===== src/rtl/dot_seq_pkg.sv =====
// rtl/dot_seq_pkg.sv - shared state encoding and default widths for the dot_seq sequencer
package dot_seq_pkg;

    typedef enum logic [2:0] {
        IDLE,
        CLR,
        RUN,
        FLUSH,
        SETTLE,
        OUT
    } state_e;

    localparam int DEF_DATA_W = 8;
    localparam int DEF_ACC_W  = 32;
    localparam int DEF_LEN_W  = 16;
    localparam int DEF_SHIFT  = 0;
    localparam int DEF_OUT_W  = 8;

endpackage


===== src/rtl/dot_seq_requant.sv =====
// rtl/dot_seq_requant.sv - arithmetic shift and signed saturation of the accumulator (used with DOTSEQ_REQUANT_EN)
module dot_seq_requant
    import dot_seq_pkg::*;
#(
    parameter int ACC_W = DEF_ACC_W,
    parameter int SHIFT = DEF_SHIFT,
    parameter int OUT_W = DEF_OUT_W
) (
    input  logic [ACC_W-1:0] acc,
    output logic [ACC_W-1:0] res,
    output logic             sat
);

    localparam logic signed [ACC_W-1:0] MAX_V = ACC_W'((64'sd1 <<< (OUT_W-1)) - 64'sd1);
    localparam logic signed [ACC_W-1:0] MIN_V = ~MAX_V;

    logic signed [ACC_W-1:0] shifted;

    assign shifted = $signed(acc) >>> SHIFT;

    // clamp to the signed OUT_W range; the result stays sign-extended to ACC_W
    always_comb begin
        res = shifted;
        sat = 1'b0;
        if (shifted > MAX_V) begin
            res = MAX_V;
            sat = 1'b1;
        end else if (shifted < MIN_V) begin
            res = MIN_V;
            sat = 1'b1;
        end
    end

endmodule


===== src/rtl/dot_seq.sv =====
// rtl/dot_seq.sv - operand sequencer and result drain around an external mac; DOTSEQ_REQUANT_EN enables shift+saturate
module dot_seq
    import dot_seq_pkg::*;
#(
    parameter int DATA_W = DEF_DATA_W,
    parameter int ACC_W  = DEF_ACC_W,
    parameter int LEN_W  = DEF_LEN_W,
    parameter int SHIFT  = DEF_SHIFT,
    parameter int OUT_W  = DEF_OUT_W
) (
    input  logic              clk,
    input  logic              rst,
    input  logic              start,
    input  logic [LEN_W-1:0]  len,
    output logic              busy,
    input  logic              s_valid,
    output logic              s_ready,
    input  logic [DATA_W-1:0] s_a,
    input  logic [DATA_W-1:0] s_b,
    output logic              mac_clear,
    output logic              mac_en,
    output logic [DATA_W-1:0] mac_a,
    output logic [DATA_W-1:0] mac_b,
    input  logic [ACC_W-1:0]  mac_acc,
    output logic              m_valid,
    input  logic              m_ready,
    output logic [ACC_W-1:0]  m_data,
    output logic              m_sat
);

    state_e           state;
    logic [LEN_W-1:0] cnt;
    logic [ACC_W-1:0] result;
    logic             result_sat;
    logic             beat;

    if (OUT_W < 2 || OUT_W > ACC_W || SHIFT < 0 || SHIFT >= ACC_W) begin : g_bad_cfg
        $error("dot_seq: unsupported SHIFT/OUT_W combination");
    end

`ifdef DOTSEQ_REQUANT_EN
    dot_seq_requant #(
        .ACC_W (ACC_W),
        .SHIFT (SHIFT),
        .OUT_W (OUT_W)
    ) u_requant (
        .acc (mac_acc),
        .res (result),
        .sat (result_sat)
    );
`else
    assign result     = mac_acc;
    assign result_sat = 1'b0;
`endif

    assign beat = s_valid && s_ready;

    // outputs are registered alongside the state so each one is valid in the state it belongs to
    always_ff @(posedge clk or posedge rst) begin
        if (rst) begin
            state     <= IDLE;
            cnt       <= '0;
            busy      <= 1'b0;
            s_ready   <= 1'b0;
            mac_clear <= 1'b0;
            mac_en    <= 1'b0;
            mac_a     <= '0;
            mac_b     <= '0;
            m_valid   <= 1'b0;
            m_data    <= '0;
            m_sat     <= 1'b0;
        end else begin
            case (state)
                IDLE: begin
                    if (start) begin
                        cnt       <= len;
                        busy      <= 1'b1;
                        mac_clear <= 1'b1;
                        state     <= CLR;
                    end
                end
                CLR: begin
                    mac_clear <= 1'b0;
                    if (cnt != '0) begin
                        s_ready <= 1'b1;
                        state   <= RUN;
                    end else begin
                        state <= SETTLE;
                    end
                end
                RUN: begin
                    if (beat) begin
                        mac_en <= 1'b1;
                        mac_a  <= s_a;
                        mac_b  <= s_b;
                        cnt    <= cnt - LEN_W'(1);
                        if (cnt == LEN_W'(1)) begin
                            s_ready <= 1'b0;
                            state   <= FLUSH;
                        end
                    end else begin
                        mac_en <= 1'b0;
                    end
                end
                FLUSH: begin
                    // mac_en is high during this cycle for the final pair
                    mac_en <= 1'b0;
                    state  <= SETTLE;
                end
                SETTLE: begin
                    m_data  <= result;
                    m_sat   <= result_sat;
                    m_valid <= 1'b1;
                    state   <= OUT;
                end
                OUT: begin
                    if (m_ready) begin
                        m_valid <= 1'b0;
                        busy    <= 1'b0;
                        state   <= IDLE;
                    end
                end
                default: begin
                    state <= IDLE;
                end
            endcase
        end
    end

endmodule


===== config.mk =====
export PLATFORM = sky130hd
export DESIGN_NAME = dot_seq
export DESIGN_NICKNAME = d
export VERILOG_FILES = /design/src/rtl/dot_seq_pkg.sv /design/src/rtl/dot_seq_requant.sv /design/src/rtl/dot_seq.sv
export SDC_FILE = /design/constraint.sdc
export NUM_CORES = 1
export LEC_CHECK = 0
export ABC_AREA = 0
export BUFFER_PORTS_ARGS = -buffer_cell sky130_fd_sc_hd__buf_2
export CAP_MARGIN = 10
export CORE_MARGIN = 4
export CORE_UTILIZATION = 44
export DETAILED_ROUTE_END_ITERATION = 7
export PLACE_DENSITY = 0.87
export SYNTH_ARGS = -nofsm -noshare
export SYNTH_HDL_FRONTEND = slang
export SYNTH_SLANG_ARGS = --single-unit

===== constraint.sdc =====
create_clock -name clk -period 1.8 [get_ports clk]
set_input_delay 0 -clock clk [delete_from_list [all_inputs] [get_ports clk]]
set_output_delay 0 -clock clk [all_outputs]
set_load 0.01 [all_outputs]

; ---- Yosys cells after proc, flatten, opt, wreduce, memory -nomap -nowiden
; Cells that the tools add are included.
[word_totals]
ff_bits = 72
input_bits = 69
output_inout_bits = 54
wordCells = 58
[op_classes]
addsub = 1
n_eq_ne = 11
mux = 20
reduce_logical = 16
[op_table]
columns = operator, count
row1 = 16-bit two-way mux, 2
row2 = 16-bit one-hot mux with 2 select lines, 1
row3 = 3-bit one-hot mux with 6 select lines, 1
row4 = "16-bit by 1-bit == test with 1-bit output, second input constant", 1
row5 = 16-bit nonzero test, 1
row6 = "16-bit by 1-bit subtractor with 16-bit output, second input constant", 1
row7 = 3-bit two-way mux, 5
row8 = 2-bit nonzero test, 6
row9 = "2-bit != test, second input constant", 5
row10 = 1-bit one-hot mux with 2 select lines, 5
row11 = 4-bit AND reduction, 2
row12 = "3-bit by 2-bit == test with 1-bit output, second input constant", 2
row13 = "3-bit == test, second input constant", 2
row14 = 1-bit two-way mux, 6
row15 = 2-bit AND reduction, 3
row16 = 3-bit AND reduction, 2
row17 = "3-bit by 1-bit == test with 1-bit output, second input constant", 1
row18 = 3-bit logical NOT, 1
row19 = 1-bit logical AND, 1

; ---- Logic depth before layout (Yosys ltp)
[depth]
ltp_word = 4
mapped_depth = 7
mapped_depth_nobuf = 6

; ---- Worst setup path before layout
; OpenSTA, ideal clock, no wires.
[synth_timing]
path_type = register -> register
startpoint = register cnt[4]
endpoint = register cnt[13]
setup_time_ns = 0.063
t_arrival_ns = 1.888
required_ns = 1.737
path_slack_ns = -0.151
path_stages_with_launch = 7
path_buffers = 2
cell_sequence = dfrtp_1 -> buf_6 -> or4_1 -> buf_2 -> or4_1 -> a21oi_1 -> o22a_2
[synth_via]
elab_chain_cells = 3
[synth_rtl]
columns = element, line_no
row1 = start: declaration, dot_seq.sv:32  ; logic [LEN_W-1:0] cnt;
row2 = start signal: assignment, dot_seq.sv:76  ; cnt <= len;
row3 = start signal: assignment, dot_seq.sv:96  ; cnt <= cnt - LEN_W'(1);
row4 = 16-bit by 1-bit subtractor with 16-bit output, dot_seq.sv:96
row5 = 16-bit two-way mux, dot_seq.sv:92  ; if (beat) begin
row6 = 16-bit one-hot mux with 2 select lines, dot_seq.sv:73  ; case (state)
; Every way passes these cells. The select of a mux whose other input is x is not followed.
; A chain may end at the register's enable or synchronous reset.

; ---- Final worst setup path
[layout_timing]
startpoint = register cnt[10]
endpoint = register cnt[13]
; Same word-level chain as after synthesis.

==> metrics.md <==
| Metric | Value |
|---|---|
| Routing usage on met3 | `around 3.3%` |
| Mux cell area share after synthesis | `between 10% and 20%` |
| Startpoint types | `register` |
| Placed Cells | `502` |
| Synth unique cells | `45` |
| # fillers | `442` |
| Largest family of logic cells by synthesized area | `multiplexers` |
| P&R area growth vs syn | `57.5%` |
| CP max stage delay | `around 0.56 ns` |
| RSZ-0062 raised after global routing | `true` |
| Register area share after synthesis | `55.8%` |
| Synthesized area per cell | `11.9 µm²` |
| Total number of vias | `3,261` |
| Post-Syn Nets | `342` |
| Post-synthesis async set-or-reset flop share | `100%` |
| Root Driver | `clkbuf_8` |
| CP required | `2.09 ns` |
| DPL Wire Length | `around 6200 µm` |
| Achievable clock frequency | `545 MHz` |
| MaxCap Viol Count | `0` |
| Largest net degree at the start of global routing | `31` |
| Worst slack at placement | `-0.0416 ns` |
| Routed WL | `10,800 µm` |
| Yosys warns | `0` |
| I/O pins | `123` |
| Share of cells above drive strength 1 | `49.4%` |
| First-pass GRT wire length | `15,800 µm` |
| Gr ovfl total | `0` |
| Simple-gate share of the synthesized area | `9.89%` |
| Clock Sink Count | `72` |
| Storage cell area | `roughly 0.0018 mm²` |
| Gr usage total | `between 20% and 30%` |
| Core area | `0.00694 mm²` |
| Commonest cells after routing, fill and taps aside | `buf_2 (121), dfrtp_1 (72), dlygate4sd3_1 (64), mux2_2 (48), buf_4 (30)` |
| Commonest non-fill, non-tap cell in the layout | `buf_2` |
| Initial DRC Count | `333` |
| Final nets | `554` |
| Final setup viols | `1` |
| Non-Filler Instances | `586` |
| PwrDens | `1650 mW/mm²` |
| Crit path time final | `1.83 ns` |
| # DRC | `0` |
| Number of synthesized flops with an enable pin | `0` |
| Total negative setup slack | `-0.0347 ns` |
| CTS H-tree lvls | `3` |
| Crit Path Category | `register to register` |
| Outcome | `finished, violations left` |
| Max-slew violation count | `0` |
| Area of the multi-input gates | `0.00141 mm²` |
| Area post-placement | `approximately 0.0042 mm²` |
| Die height | `about 94 µm` |
| Drt pass-1 iters | `7` |
| Crit share post-route | `102%` |
| CP most frequent cell | `or4_4` |
| Number of CTS-inserted buffers | `9` |
| Final Hold Vio Count | `0` |
| Failing checks | `setup timing` |
| Initial antenna violation count | `0` |
| Clock Skews | `0.0129 ns` |
| Critical path endpoint category | `register` |
| Mapped cell area | `0.00323 mm²` |
| Die width | `around 94 µm` |
| Post-synthesis compound-gate area fraction | `12.9%` |
| Vias in the first global route | `3,252` |
| CTS tree | `done` |
| Setup WS post-layout | `-0.0347 ns` |
| WL/cell | `~18 µm` |
| Post-route ant nets | `0` |
| Post-Synth XOR/XNOR Area | `0%` |
| Yosys reg bits | `72` |
| CP max FO | `2` |
| Grt met1 use | `between 20 and 30%` |
| Vias per cell | `5.56` |
| Ys flop type | `dfrtp_1` |
| Initial Util | `46.5%` |
| PortBufs | `121` |
| Longest Clk Path Bufs | `2` |
| Clock transition at path regs | `~0.08 ns` |
| Most Crowded Layer GR | `met2` |
| CP max-delay cell | `or4_4` |
| Design Area, Final | `approximately 0.005 mm²` |
| RePlAce Congestion | `0.898` |
| Cells after Synth | `271` |
| LEAKAGE | `2.33 nW` |
| Met2 GRT Util | `44.5%` |
| FP Rows | `30` |
| Worst hold path type | `input pin to register` |
| Critical-path cell list | `or4_4, or4_4, a21oi_2, o22a_2` |
| Max VDD drop | `0.000759 V` |
| Clk_lat worst skew | `between 0.3 and 0.4 ns` |
| WP data arrival | `~2.1 ns` |
| Adder-cell area share of the yosys netlist | `less than 1%` |
| Die ar. | `0.00877 mm²` |
## synth_stat cells (2+ instances only)
cell | n | share of area [%]
clkbuf_1 | 11 | 1.3
nand2_1 | 5 | 0.58
dfrtp_1 | 72 | 56
or4_1 | 4 | 0.93
a22oi_1 | 5 | 1.2
ha_1 | 2 | 0.78
o21ai_0 | 21 | 3.3
a31oi_1 | 2 | 0.39
buf_2 | 5 | 0.78
nor3_1 | 2 | 0.31
o211ai_1 | 2 | 0.47
a21oi_1 | 17 | 2.6
nor2b_1 | 2 | 0.39
nor2_1 | 16 | 1.9
a32oi_1 | 3 | 0.81
nor4_1 | 6 | 1.2
nand3_1 | 7 | 1.1
o311a_1 | 2 | 0.62
nor3b_1 | 3 | 0.70
inv_1 | 6 | 0.70
o21a_1 | 2 | 0.47
o2bb2ai_1 | 3 | 0.81
mux2_2 | 48 | 17
nand4_1 | 3 | 0.58
o22ai_1 | 2 | 0.39
## worst max-delay path, delay by kind of cell (launching register included)
family / cells / cell delay (ns)
AND/OR/NAND/NOR: 2 / 1.08
AO/OA/AOI/OAI: 2 / 0.30
flip-flops: 1 / 0.40
## worst paths after layout
check | end | startpoint | slack, ns | cells after the start
setup / recovery | cnt[13]$_DFFE_PP0P_ | cnt[10]$_DFFE_PP0P_ | -0.03 | 4
hold / removal | cnt[14]$_DFFE_PP0P_ | len[14] | 0.02 | 3
setup reg to reg | cnt[13]$_DFFE_PP0P_ | cnt[10]$_DFFE_PP0P_ | -0.03 | 4
hold reg to reg | mac_a[3]$_DFFE_PP0P_ | mac_a[3]$_DFFE_PP0P_ | 0.50 | 1
max in group asynchronous | cnt[7]$_DFFE_PP0P_ | rst | 1.06 | 4
min in group asynchronous | m_data[18]$_DFFE_PP0P_ | rst | 0.21 | 3
## kinds of logic (layout without fill, tap and decap cells)
logic type                 count (synthesis)  in the layout
muxes                                     49             49
and+or+nand+nor                           56             56
other                                      1              3
adders and majority gates                  2              2
buffers and inverters                     25            242
DFF                                       72             72
AOI/OAI and AO/OA                         66             66
## final cells by class
| cell class | instances | area share, % |
|---|---|---|
| antenna | 2 | 0.0985 |
| sequential | 72 | 35.5 |
| multi-input combinational | 174 | 27.8 |
| tap | 96 | 2.36 |
| clock inverter | 6 | 0.862 |
| timing repair buffer | 220 | 30.4 |
| inverter | 6 | 0.517 |
| clock buffer | 10 | 2.51 |
## what timing repair did
item                                   in CTS  in global routing
endpoints found under the hold margin     109                  0
gates cloned                                0                  1
gates resized for setup                     3                 28
hold buffers                               64                  0
setup buffers                               0                  1
pin swaps                                   0                  9
setup endpoints to repair                   2                 30
## power breakdown
part | leakage, nW | internal [mW] | switching [mW] | total (mW)
combinational | 1.40 | 2.07 | 2.26 | 4.33
sequential | 0.855 | 2.42 | 0.506 | 2.93
clock | 0.0749 | 0.502 | 0.625 | 1.13
total | 2.33 | 5.00 | 3.39 | 8.39
## metrics by stage
step / util (%) / power (mW) / hold slack (ns)
final: 73.2 / 8.39 / 0.0246
after global routing: 73.1 / 8.84 / 0.0224
after CTS: 71.6 / 7.90 / 0.0242
after detailed placement: 59.8 / 6.64 / 0.0225
after global placement: 59.8 / 6.44 / 0.0124
after floorplan: - / 5.06 / 0.111
## flip-flops by register name, summed over array words and instances, names as in the netlist, 3 cells and up
| signal | cells |
|---|---|
| cnt | 16 |
| m_data | 32 |
| mac_a | 8 |
| mac_b | 8 |
| state | 3 |
## per-layer routing
metal  part of all wire (%)  up-vias
met5                      0        -
met2                     54      206
li1                       -     1432
met1                     36     1577
met4                    3.2        0
met3                    6.9       46
Power figures use the tool's default switching activity.
